## src/rtl/router_1xn.sv

```systemverilog
// 1-to-N byte-serial packet router: header/payload/parity framing, one
// first-word-fall-through FIFO per output channel with an unread-timeout flush.

module router_1xn_fifo #(
  parameter int DATA_W     = 8,
  parameter int FIFO_DEPTH = 16,
  parameter int TIMEOUT    = 30
) (
  input  logic              clk,
  input  logic              rst,
  input  logic              push_i,
  input  logic [DATA_W-1:0] din_i,
  input  logic              rd_i,
  output logic              flush_o,
  output logic              full_o,
  output logic              valid_o,
  output logic [DATA_W-1:0] dout_o
);
  localparam int PW = $clog2(FIFO_DEPTH);
  localparam int CW = PW + 1;
  localparam int TW = $clog2(TIMEOUT + 1);

  logic [DATA_W-1:0] mem [FIFO_DEPTH];
  logic [PW-1:0]     wr_q, rd_q;
  logic [CW-1:0]     cnt_q;
  logic [TW-1:0]     tmo_q;
  logic              pop, wr;

  assign valid_o = cnt_q != '0;
  assign full_o  = cnt_q == CW'(FIFO_DEPTH);
  assign flush_o = tmo_q == TW'(TIMEOUT);
  // A flush cycle swallows both the pop and any incoming byte.
  assign pop     = rd_i && valid_o && !flush_o;
  assign wr      = push_i && !flush_o && (!full_o || pop);
  assign dout_o  = valid_o ? mem[rd_q] : '0;

  always_ff @(posedge clk)
    if (wr) mem[wr_q] <= din_i;

  always_ff @(posedge clk or negedge rst) begin
    if (!rst) begin
      wr_q  <= '0;
      rd_q  <= '0;
      cnt_q <= '0;
      tmo_q <= '0;
    end else if (flush_o) begin
      wr_q  <= '0;
      rd_q  <= '0;
      cnt_q <= '0;
      tmo_q <= '0;
    end else begin
      if (wr)  wr_q <= wr_q + PW'(1);
      if (pop) rd_q <= rd_q + PW'(1);
      cnt_q <= cnt_q + CW'(wr) - CW'(pop);
      tmo_q <= (valid_o && !rd_i) ? tmo_q + TW'(1) : '0;
    end
  end
endmodule

module router_1xn #(
  parameter int N_PORTS    = 3,
  parameter int DATA_W     = 8,
  parameter int FIFO_DEPTH = 16,
  parameter int TIMEOUT    = 30
) (
  input  logic                      clk,
  input  logic                      rst,
  input  logic [DATA_W-1:0]         data_in,
  input  logic                      pkt_valid,
  output logic                      busy,
  output logic                      error,
  input  logic [N_PORTS-1:0]        read_enb,
  output logic [N_PORTS-1:0]        valid_out,
  output logic [N_PORTS*DATA_W-1:0] data_out
);
  localparam int ADDR_W = ($clog2(N_PORTS) > 1) ? $clog2(N_PORTS) : 1;
  localparam int LEN_W  = DATA_W - ADDR_W;

  typedef enum logic [1:0] {IDLE, LOAD, CHECK, DROP} state_e;

  state_e                           state_q;
  logic [ADDR_W-1:0]                dest_q;
  logic [LEN_W:0]                   rem_q;
  logic [DATA_W-1:0]                par_q;
  logic                             error_q;
  logic [N_PORTS-1:0]               full, flush, push;
  logic [N_PORTS-1:0][DATA_W-1:0]   dout;
  logic                             accept, hdr_ok;
  logic [ADDR_W-1:0]                hdr_dest;
  logic [LEN_W-1:0]                 hdr_len;

  assign hdr_dest = data_in[ADDR_W-1:0];
  assign hdr_len  = data_in[DATA_W-1:ADDR_W];
  assign hdr_ok   = int'(hdr_dest) < N_PORTS;
  assign accept   = pkt_valid && !busy;
  assign error    = error_q;
  assign data_out = dout;

  always_comb begin
    busy = 1'b0;
    case (state_q)
      LOAD:    busy = full[dest_q];
      CHECK:   busy = 1'b1;
      default: busy = 1'b0;
    endcase
  end

  always_comb begin
    push = '0;
    if (accept) begin
      if (state_q == IDLE && hdr_ok) push[hdr_dest] = 1'b1;
      else if (state_q == LOAD)      push[dest_q]   = 1'b1;
    end
  end

  // rem_q counts the bytes still owed after the header (payload + parity).
  always_ff @(posedge clk or negedge rst) begin
    if (!rst) begin
      state_q <= IDLE;
      dest_q  <= '0;
      rem_q   <= '0;
      par_q   <= '0;
      error_q <= 1'b0;
    end else begin
      case (state_q)
        IDLE: if (accept) begin
          rem_q   <= {1'b0, hdr_len} + (LEN_W+1)'(1);
          par_q   <= data_in;
          dest_q  <= hdr_dest;
          error_q <= 1'b0;
          state_q <= (hdr_ok && !flush[hdr_dest]) ? LOAD : DROP;
        end
        LOAD: begin
          if (accept) begin
            par_q <= par_q ^ data_in;
            rem_q <= rem_q - (LEN_W+1)'(1);
          end
          // A flush of our channel turns the rest of the packet into a drop.
          if (flush[dest_q])
            state_q <= (accept && rem_q == (LEN_W+1)'(1)) ? IDLE : DROP;
          else if (accept && rem_q == (LEN_W+1)'(1))
            state_q <= CHECK;
        end
        CHECK: begin
          error_q <= |par_q;
          state_q <= IDLE;
        end
        DROP: if (accept) begin
          rem_q <= rem_q - (LEN_W+1)'(1);
          if (rem_q == (LEN_W+1)'(1)) state_q <= IDLE;
        end
        default: state_q <= IDLE;
      endcase
    end
  end

  for (genvar g = 0; g < N_PORTS; g++) begin : g_ch
    router_1xn_fifo #(
      .DATA_W(DATA_W), .FIFO_DEPTH(FIFO_DEPTH), .TIMEOUT(TIMEOUT)
    ) u_fifo (
      .clk     (clk),
      .rst     (rst),
      .push_i  (push[g]),
      .din_i   (data_in),
      .rd_i    (read_enb[g]),
      .flush_o (flush[g]),
      .full_o  (full[g]),
      .valid_o (valid_out[g]),
      .dout_o  (dout[g])
    );
  end
endmodule

```

## config.mk

```make
export PLATFORM = sky130hd
export DESIGN_NAME = router_1xn
export DESIGN_NICKNAME = d
export VERILOG_FILES = /design/src/rtl/router_1xn.sv
export SDC_FILE = /design/constraint.sdc
export NUM_CORES = 1
export LEC_CHECK = 0
export BUFFER_PORTS_ARGS = -buffer_cell sky130_fd_sc_hd__clkbuf_2
export CORE_MARGIN = 8
export CORE_UTILIZATION = 56
export CTS_CLUSTER_SIZE = 10
export DETAILED_ROUTE_END_ITERATION = 10
export PLACE_DENSITY = 0.75
export SETUP_SLACK_MARGIN = 0.05
export SYNTH_ARGS = -nofsm -noshare
export SYNTH_HDL_FRONTEND = slang
export SYNTH_HIERARCHICAL = 1
export SYNTH_SLANG_ARGS = --single-unit
```

## constraint.sdc

```tcl
create_clock -name clk -period 3.5 [get_ports clk]
set_input_delay 0.35 -clock clk [delete_from_list [all_inputs] [get_ports clk]]
set_output_delay 0.35 -clock clk [all_outputs]
set_load 0.005 [all_outputs]
```

Word-level counts from Yosys, hierarchy flattened
Memory sizes are Yosys's and may differ from the RTL's.
Cells that the tools add are included.

operators by class
  bitwise gates (word level) = 1
  multiplexer cells = 60
  add/sub/neg operators = 17
  order comparisons = 5
  reduce and logical (&&, ||, !) cells = 55
  equal/unequal tests = 16

operators by type and width
  cell                                                 number
  two-way mux 4 bit                                    12
  two-way mux 5 bit                                    9
  two-way mux 8 bit                                    5
  equality test 5 bit, second input constant           6
  adder 4 x 1 -> 4 bit, second input constant          6
  logical AND 1 bit                                    21
  nonzero test 2 bit                                   9
  case mux 8 bit (2 select lines)                      1
  adder 5 x 1 -> 5 bit                                 3
  adder 5 x 1 -> 5 bit, second input constant          3
  nonzero test 5 bit                                   3
  subtractor 5 x 1 -> 5 bit                            3
  two-way mux 2 bit                                    7
  two-way mux 7 bit                                    2
  case mux 7 bit (2 select lines)                      1
  two-way mux 1 bit                                    12
  logical NOT 1 bit                                    11
  two-way mux 3 bit                                    3
  inequality test 2 bit, second input constant         4
  case mux 2 bit (4 select lines)                      1
  OR reduction 8 bit                                   1
  bitwise XOR 8 bit                                    1
  adder 6 x 1 -> 7 bit, second input constant          1
  equality test 7 x 1 -> 1 bit, second input constant  1
  other kinds (17)                                     28

storage, ports and cells
  logic and storage cells = 174
  input port bits = 14
  RAM bits = 384
  bits in registers = 74
  output and inout port bits = 29
  memories = 3

memory list
  name                words  bits a word  rd ports  clocked after Yosys merged registers in  write ports  RTL line  source
  g_ch[0].u_fifo.mem  16     8            1         0                                        1            23        logic [DATA_W-1:0] mem [FIFO_DEPTH];
  g_ch[1].u_fifo.mem  16     8            1         0                                        1            23
  g_ch[2].u_fifo.mem  16     8            1         0                                        1            23

Logic depth before layout (Yosys ltp)
  depth after elaboration = 12
  depth in mapped cells = 19
  gate-level depth less buffers = 17

Modules after synthesis
The synthesis kept the hierarchy.

by module, submodules not included
  module           cells an instance  sequential area each (um^2)  area an instance (um^2)  times used
  router_1xn_fifo  328                4294.1                       6092.1                   3
  router_1xn       193                500.5                        1596.5                   1

Worst setup path before layout
No wires, ideal clock.

  path type = register -> register
  start = reg g_ch[0].u_fifo.cnt_q[2]
  end = mem g_ch[2].u_fifo.mem[3][0] (enable)
  clock period less this slack = 3658 ps
  setup slack = -158 ps
  cell stages (with the launch flop) = 14
  data arrival time = 3275 ps
  required time = 3117 ps
  path through = dfrtp_1 > inv_1 > ha_1 > nand4bb_1 > inv_1 > mux2_4 > a2111o_1 > and2_1 > buf_2 > nor3_1 > o21a_1 > clkbuf_1 > nand3_1 > nor3_1

on the way
  cells in the longest elaborated chain, start to end = 11

RTL lines
  what                                     RTL line  source
  from (decl)                              25        logic [CW-1:0] cnt_q;
  from (signal assigned)                   54        cnt_q <= cnt_q + CW'(wr) - CW'(pop);
  equality test 5 bit                      30        assign full_o = cnt_q == CW'(FIFO_DEPTH);
  via full[0]                              86        logic [N_PORTS-1:0] full, flush, push;
  binary-select mux 1 bit (select 2 bit)   102       LOAD: busy = full[dest_q];
  two-way mux 1 bit (not written as such)  102
  case mux 1 bit (2 select lines)          101       case (state_q)
  logical NOT 1 bit                        95        assign accept = pkt_valid && !busy;
  logical AND 1 bit                        95
  two-way mux 3 bit                        110       if (accept) begin
  via push[2]                              86
  logical AND 1 bit (2 in a row)           34        assign wr = push_i && !flush_o && (!full_o || pop);
  two-way mux 1 bit                        38        if (wr) mem[wr_q] <= din_i;
  two-way mux 1 bit (not written as such)  38
  to (decl)                                23

The timed path passes the listed nets, and every way through them passes these cells. The select of a mux whose other input is x is not followed.

Final worst setup path
  start = reg g_ch[2].u_fifo.cnt_q[2]
  end = reg g_ch[0].u_fifo.cnt_q[4]

on the way
  cells in the longest elaborated chain, start to end = 12

RTL lines
  what                                     RTL line  source
  from (decl)                              25
  from (signal assigned)                   54
  equality test 5 bit                      30
  via full[2]                              86
  binary-select mux 1 bit (select 2 bit)   102
  two-way mux 1 bit (not written as such)  102
  case mux 1 bit (2 select lines)          101
  logical NOT 1 bit                        95
  logical AND 1 bit                        95
  two-way mux 3 bit                        110
  via push[0]                              86
  logical AND 1 bit (2 in a row)           34
  adder 5 x 1 -> 5 bit                     54
  subtractor 5 x 1 -> 5 bit                54
  two-way mux 5 bit                        46        end else if (flush_o) begin

The timed path passes the listed nets, and every way through them passes these cells. The select of a mux whose other input is x is not followed.
A chain may end at the register's enable or synchronous reset.

==> key figures <==
Run status
  • Status: finished clean

Clocking
  • Clk sinks: 458
  • Clock Pin Slew Worst Setup and Hold Paths: 0.06 ns
  • CTS buffer count: 52
  • CTS tree: done
  • Later-pin clock latency in the skew report: 0.57 ns
  • CTS root buf: clkbuf_16
  • Max Root-Sink Buffers: 3
  • H-tree depth: 2

Layout
  • Nets: 1375
  • Diodes inserted: 0
  • Area Growth Syn to Fin: 13.7%
  • Share of post-route cells with drive strength above 1: 24.7%
  • Final core occ: 64.1%

Die
  • Row count: 69
  • Die W: 204 µm
  • Starting Density: 56.4%
  • IO Count: 43
  • Die height: 204 µm
  • Core footprint: 0.0352 mm²
  • DIE AREA: 0.0418 mm²

Route
  • Post-Route WL: 40000 µm
  • Vias: 10700
  • DRC viols: 0
  • Iter 0 DRT Violations: 718
  • WL per Instance: 22.0 µm
  • Vias per cell: 5.90
  • Post-DRT Antenna Nets: 0
  • First-pass DRT Iterations: 5

Global routing
  • First-pass GRT wire length: 62000 µm
  • Largest net degree at the start of global routing: 70
  • Initial antenna violation count: 0
  • Tot GR Track Use: 19.2%
  • Vias in the first global route: 11100
  • Aggregate global routing overflow: 0

Logic synthesis
  • Cells after Synth: 1177
  • Post-synth top area cell: edfxtp_1
  • Post-Syn Area: 0.0199 mm²
  • Post-synthesis sequential area ratio: 67.3%
  • #FFs+latches synth: 458
  • Syn. warnings: 6
  • Yosys top cell area share: 58.0%
  • Main synth FF type: edfxtp_1
  • Post-synth EDFFs: 384
  • Synth area leaders: edfxtp_1 (58%), dfrtp_1 (9.3%), mux4_2 (7.5%), mux4_1 (4.0%), ha_1 (2.8%)
  • Synth async-reset ratio: 16.2%
  • Yosys cell types: 61
  • Post-Syn Nets: 1238
  • Synth Area per Inst: 16.9 µm²

Timing
  • Setup TNS: 0 ns
  • Slew headroom: 38.8%
  • Max frequency: 295 MHz
  • Max Slew Vio Count: 0
  • RSZ-0062 raised after global routing: true
  • Setup violations, final: 0
  • Final Critical Period: 3.39 ns
  • Fin. Hold Viols: 0
  • Layout Skew: 0.0188 ns
  • Worst Max-Slew Pin Slew: 0.918 ns
  • Period utilization: 97.0%

Job
  • Total of max-cap violations: 0

Worst setup path
  • Critical Path Sink Type: register
  • Worst stage delay on the critical path: 0.42 ns
  • CP cell instances: inv_2 > ha_4 > nand4bb_1 > inv_1 > mux2_4 > a2111o_1 > buf_4 > nand2_2 > o21a_1 > or3_4 > nand2_1 > ha_2 > fa_2 > a21oi_2 > nor2_1 > or3_1 > a21oi_2
  • CP Launch Type: register
  • Flop2flop setup slack: 0.11 ns
  • Crit path kind: reg -> reg
  • Top cell by count, worst path: a21oi_2
  • Max Fanout on Critical Path: 3
  • WP data arrival: 3.90 ns
  • Slowest CP cell: a2111o_1
  • Worst Path Required: 4.01 ns

Power and ir drop
  • Power per cell area: 787 mW/mm²
  • Peak supply drop: 0.000477 V
  • Leak: 8.17 nW

Placement
  • Post-DP HPWL: 24900 µm
  • Placer Congestion: 0.796
  • PortBufs: 42

Worst hold path
  • Min-Delay Path Class: in -> reg
==> cell usage after synthesis (all sizes together) (7+ instances only) <==
cell type	instances
buf	40
edfxtp	384
ha	44
and4	7
xnor2	15
mux2	28
nand3	38
a21oi	55
xor2	22
and2	7
nor2	87
inv	37
mux2i	29
nor3	19
clkbuf	24
dfrtp	74
nand2	34
o21ai	50
nand2b	12
mux4	96
==> path summary, 6_finish.rpt <==
kind / from / to / depth (start not counted)
worst max register to register: g_ch[2].u_fifo/cnt_q[2]$_DFF_PN0_ / g_ch[0].u_fifo/cnt_q[4]$_DFF_PN0_ / 17
max in group asynchronous: rst / g_ch[1].u_fifo/cnt_q[3]$_DFF_PN0_ / 3
worst max-delay path: g_ch[2].u_fifo/cnt_q[2]$_DFF_PN0_ / g_ch[0].u_fifo/cnt_q[4]$_DFF_PN0_ / 17
worst min-delay path: read_enb[0] / g_ch[0].u_fifo/rd_q[1]$_DFFE_PN0P_ / 3
min in group asynchronous: rst / g_ch[1].u_fifo/rd_q[2]$_DFFE_PN0P_ / 2
worst min register to register: g_ch[2].u_fifo/tmo_q[0]$_DFF_PN0_ / g_ch[2].u_fifo/tmo_q[0]$_DFF_PN0_ / 1
==> metal layers <==
metal	up-vias	GRT usage, %	part of all wire [%]
met1	5487	25.9	42
li1	4872	-	-
met5	-	0	0
met2	312	32.2	50
met4	0	5.45	2.1
met3	67	3.07	5.4
==> sequential cells by signal (all words and copies together), names as in the netlist, 2 cells and up <==
name               cells
g_ch.u_fifo/cnt_q     15
g_ch.u_fifo/rd_q      12
g_ch.u_fifo/tmo_q     15
g_ch.u_fifo/mem      384
state_q                2
rem_q                  7
dest_q                 2
par_q                  8
g_ch.u_fifo/wr_q      12
==> cell usage in the layout (no fill, tap or decap), types with 22 or more instances in the layout <==
cell | netlist | final
nand2_1 | 33 | 32
ha_1 | 44 | 39
mux4_1 | 30 | 30
clkbuf_16 | 0 | 52
dfrtp_1 | 74 | 74
mux2_2 | 27 | 27
mux2i_1 | 29 | 29
nand3_1 | 38 | 37
clkbuf_1 | 16 | 41
buf_4 | 5 | 104
clkbuf_2 | 0 | 41
mux4_2 | 66 | 66
nor2_1 | 87 | 87
a21oi_1 | 54 | 49
xor2_1 | 22 | 22
inv_1 | 37 | 32
o21ai_0 | 32 | 32
edfxtp_1 | 384 | 384
==> stage by stage <==
step                total power, mW  setup slack, ns  hold WS (ns)  cell area [µm²]  std cells
global route                   18.7          0.00419         0.167            22600       1819
detailed placement             12.8           -0.102         0.479            20900       1710
floorplan                      11.4           0.0487        0.0544            19900       1177
global placement               12.7           0.0758         0.470            20900       1710
finish                         17.8            0.105         0.146            22600       1819
CTS                            17.7           0.0103         0.122            22500       1811
==> layout make-up <==
type,count,area (µm²)
sequential,458,13400
fill,2413,12600
multi-input combinational,618,5970
clock buffer,93,1460
timing repair buffer,147,1020
tap,461,577
inverter,37,139
clock inverter,5,57.6
==> kinds of logic after synthesis <==
kind of cell	count (synthesis)	share of synthesized area (%)
compound gates	142	4.23
xor+xnor	37	1.63
fa+ha+maj	47	3.07
buf+inv	101	3.29
flops	458	67.3
mux	153	14.5
simple gates	239	5.92
==> where the power goes <==
group | leakage (nW) | switching (mW) | internal [mW] | total (mW)
logic | 3.09 | 3.05 | 2.88 | 5.92
registers | 4.36 | 0.591 | 6.45 | 7.04
clock network | 0.716 | 2.01 | 2.80 | 4.81
total | 8.17 | 5.65 | 12.1 | 17.8
==> what timing repair did <==
item / CTS / global route
pin swaps: 2 / 14
gates resized for setup: 4 / 23
hold endpoints to repair: 68 / 0
buffers inserted: 2 / 8
setup endpoints to repair: 3 / 67
hold buffers: 1 / 0
==> critical path, delay by kind of cell (launching register included) <==
kind                     cells  cell delay (ns)
flip-flops                   1             0.39
AND/OR/NAND/NOR              6             0.81
buffers and inverters        3             0.29
AO/OA/AOI/OAI                4             0.86
multiplexers                 1             0.27
adder cells (fa/ha/maj)      3             0.72
Note: power is estimated with default switching activity, not from simulation.
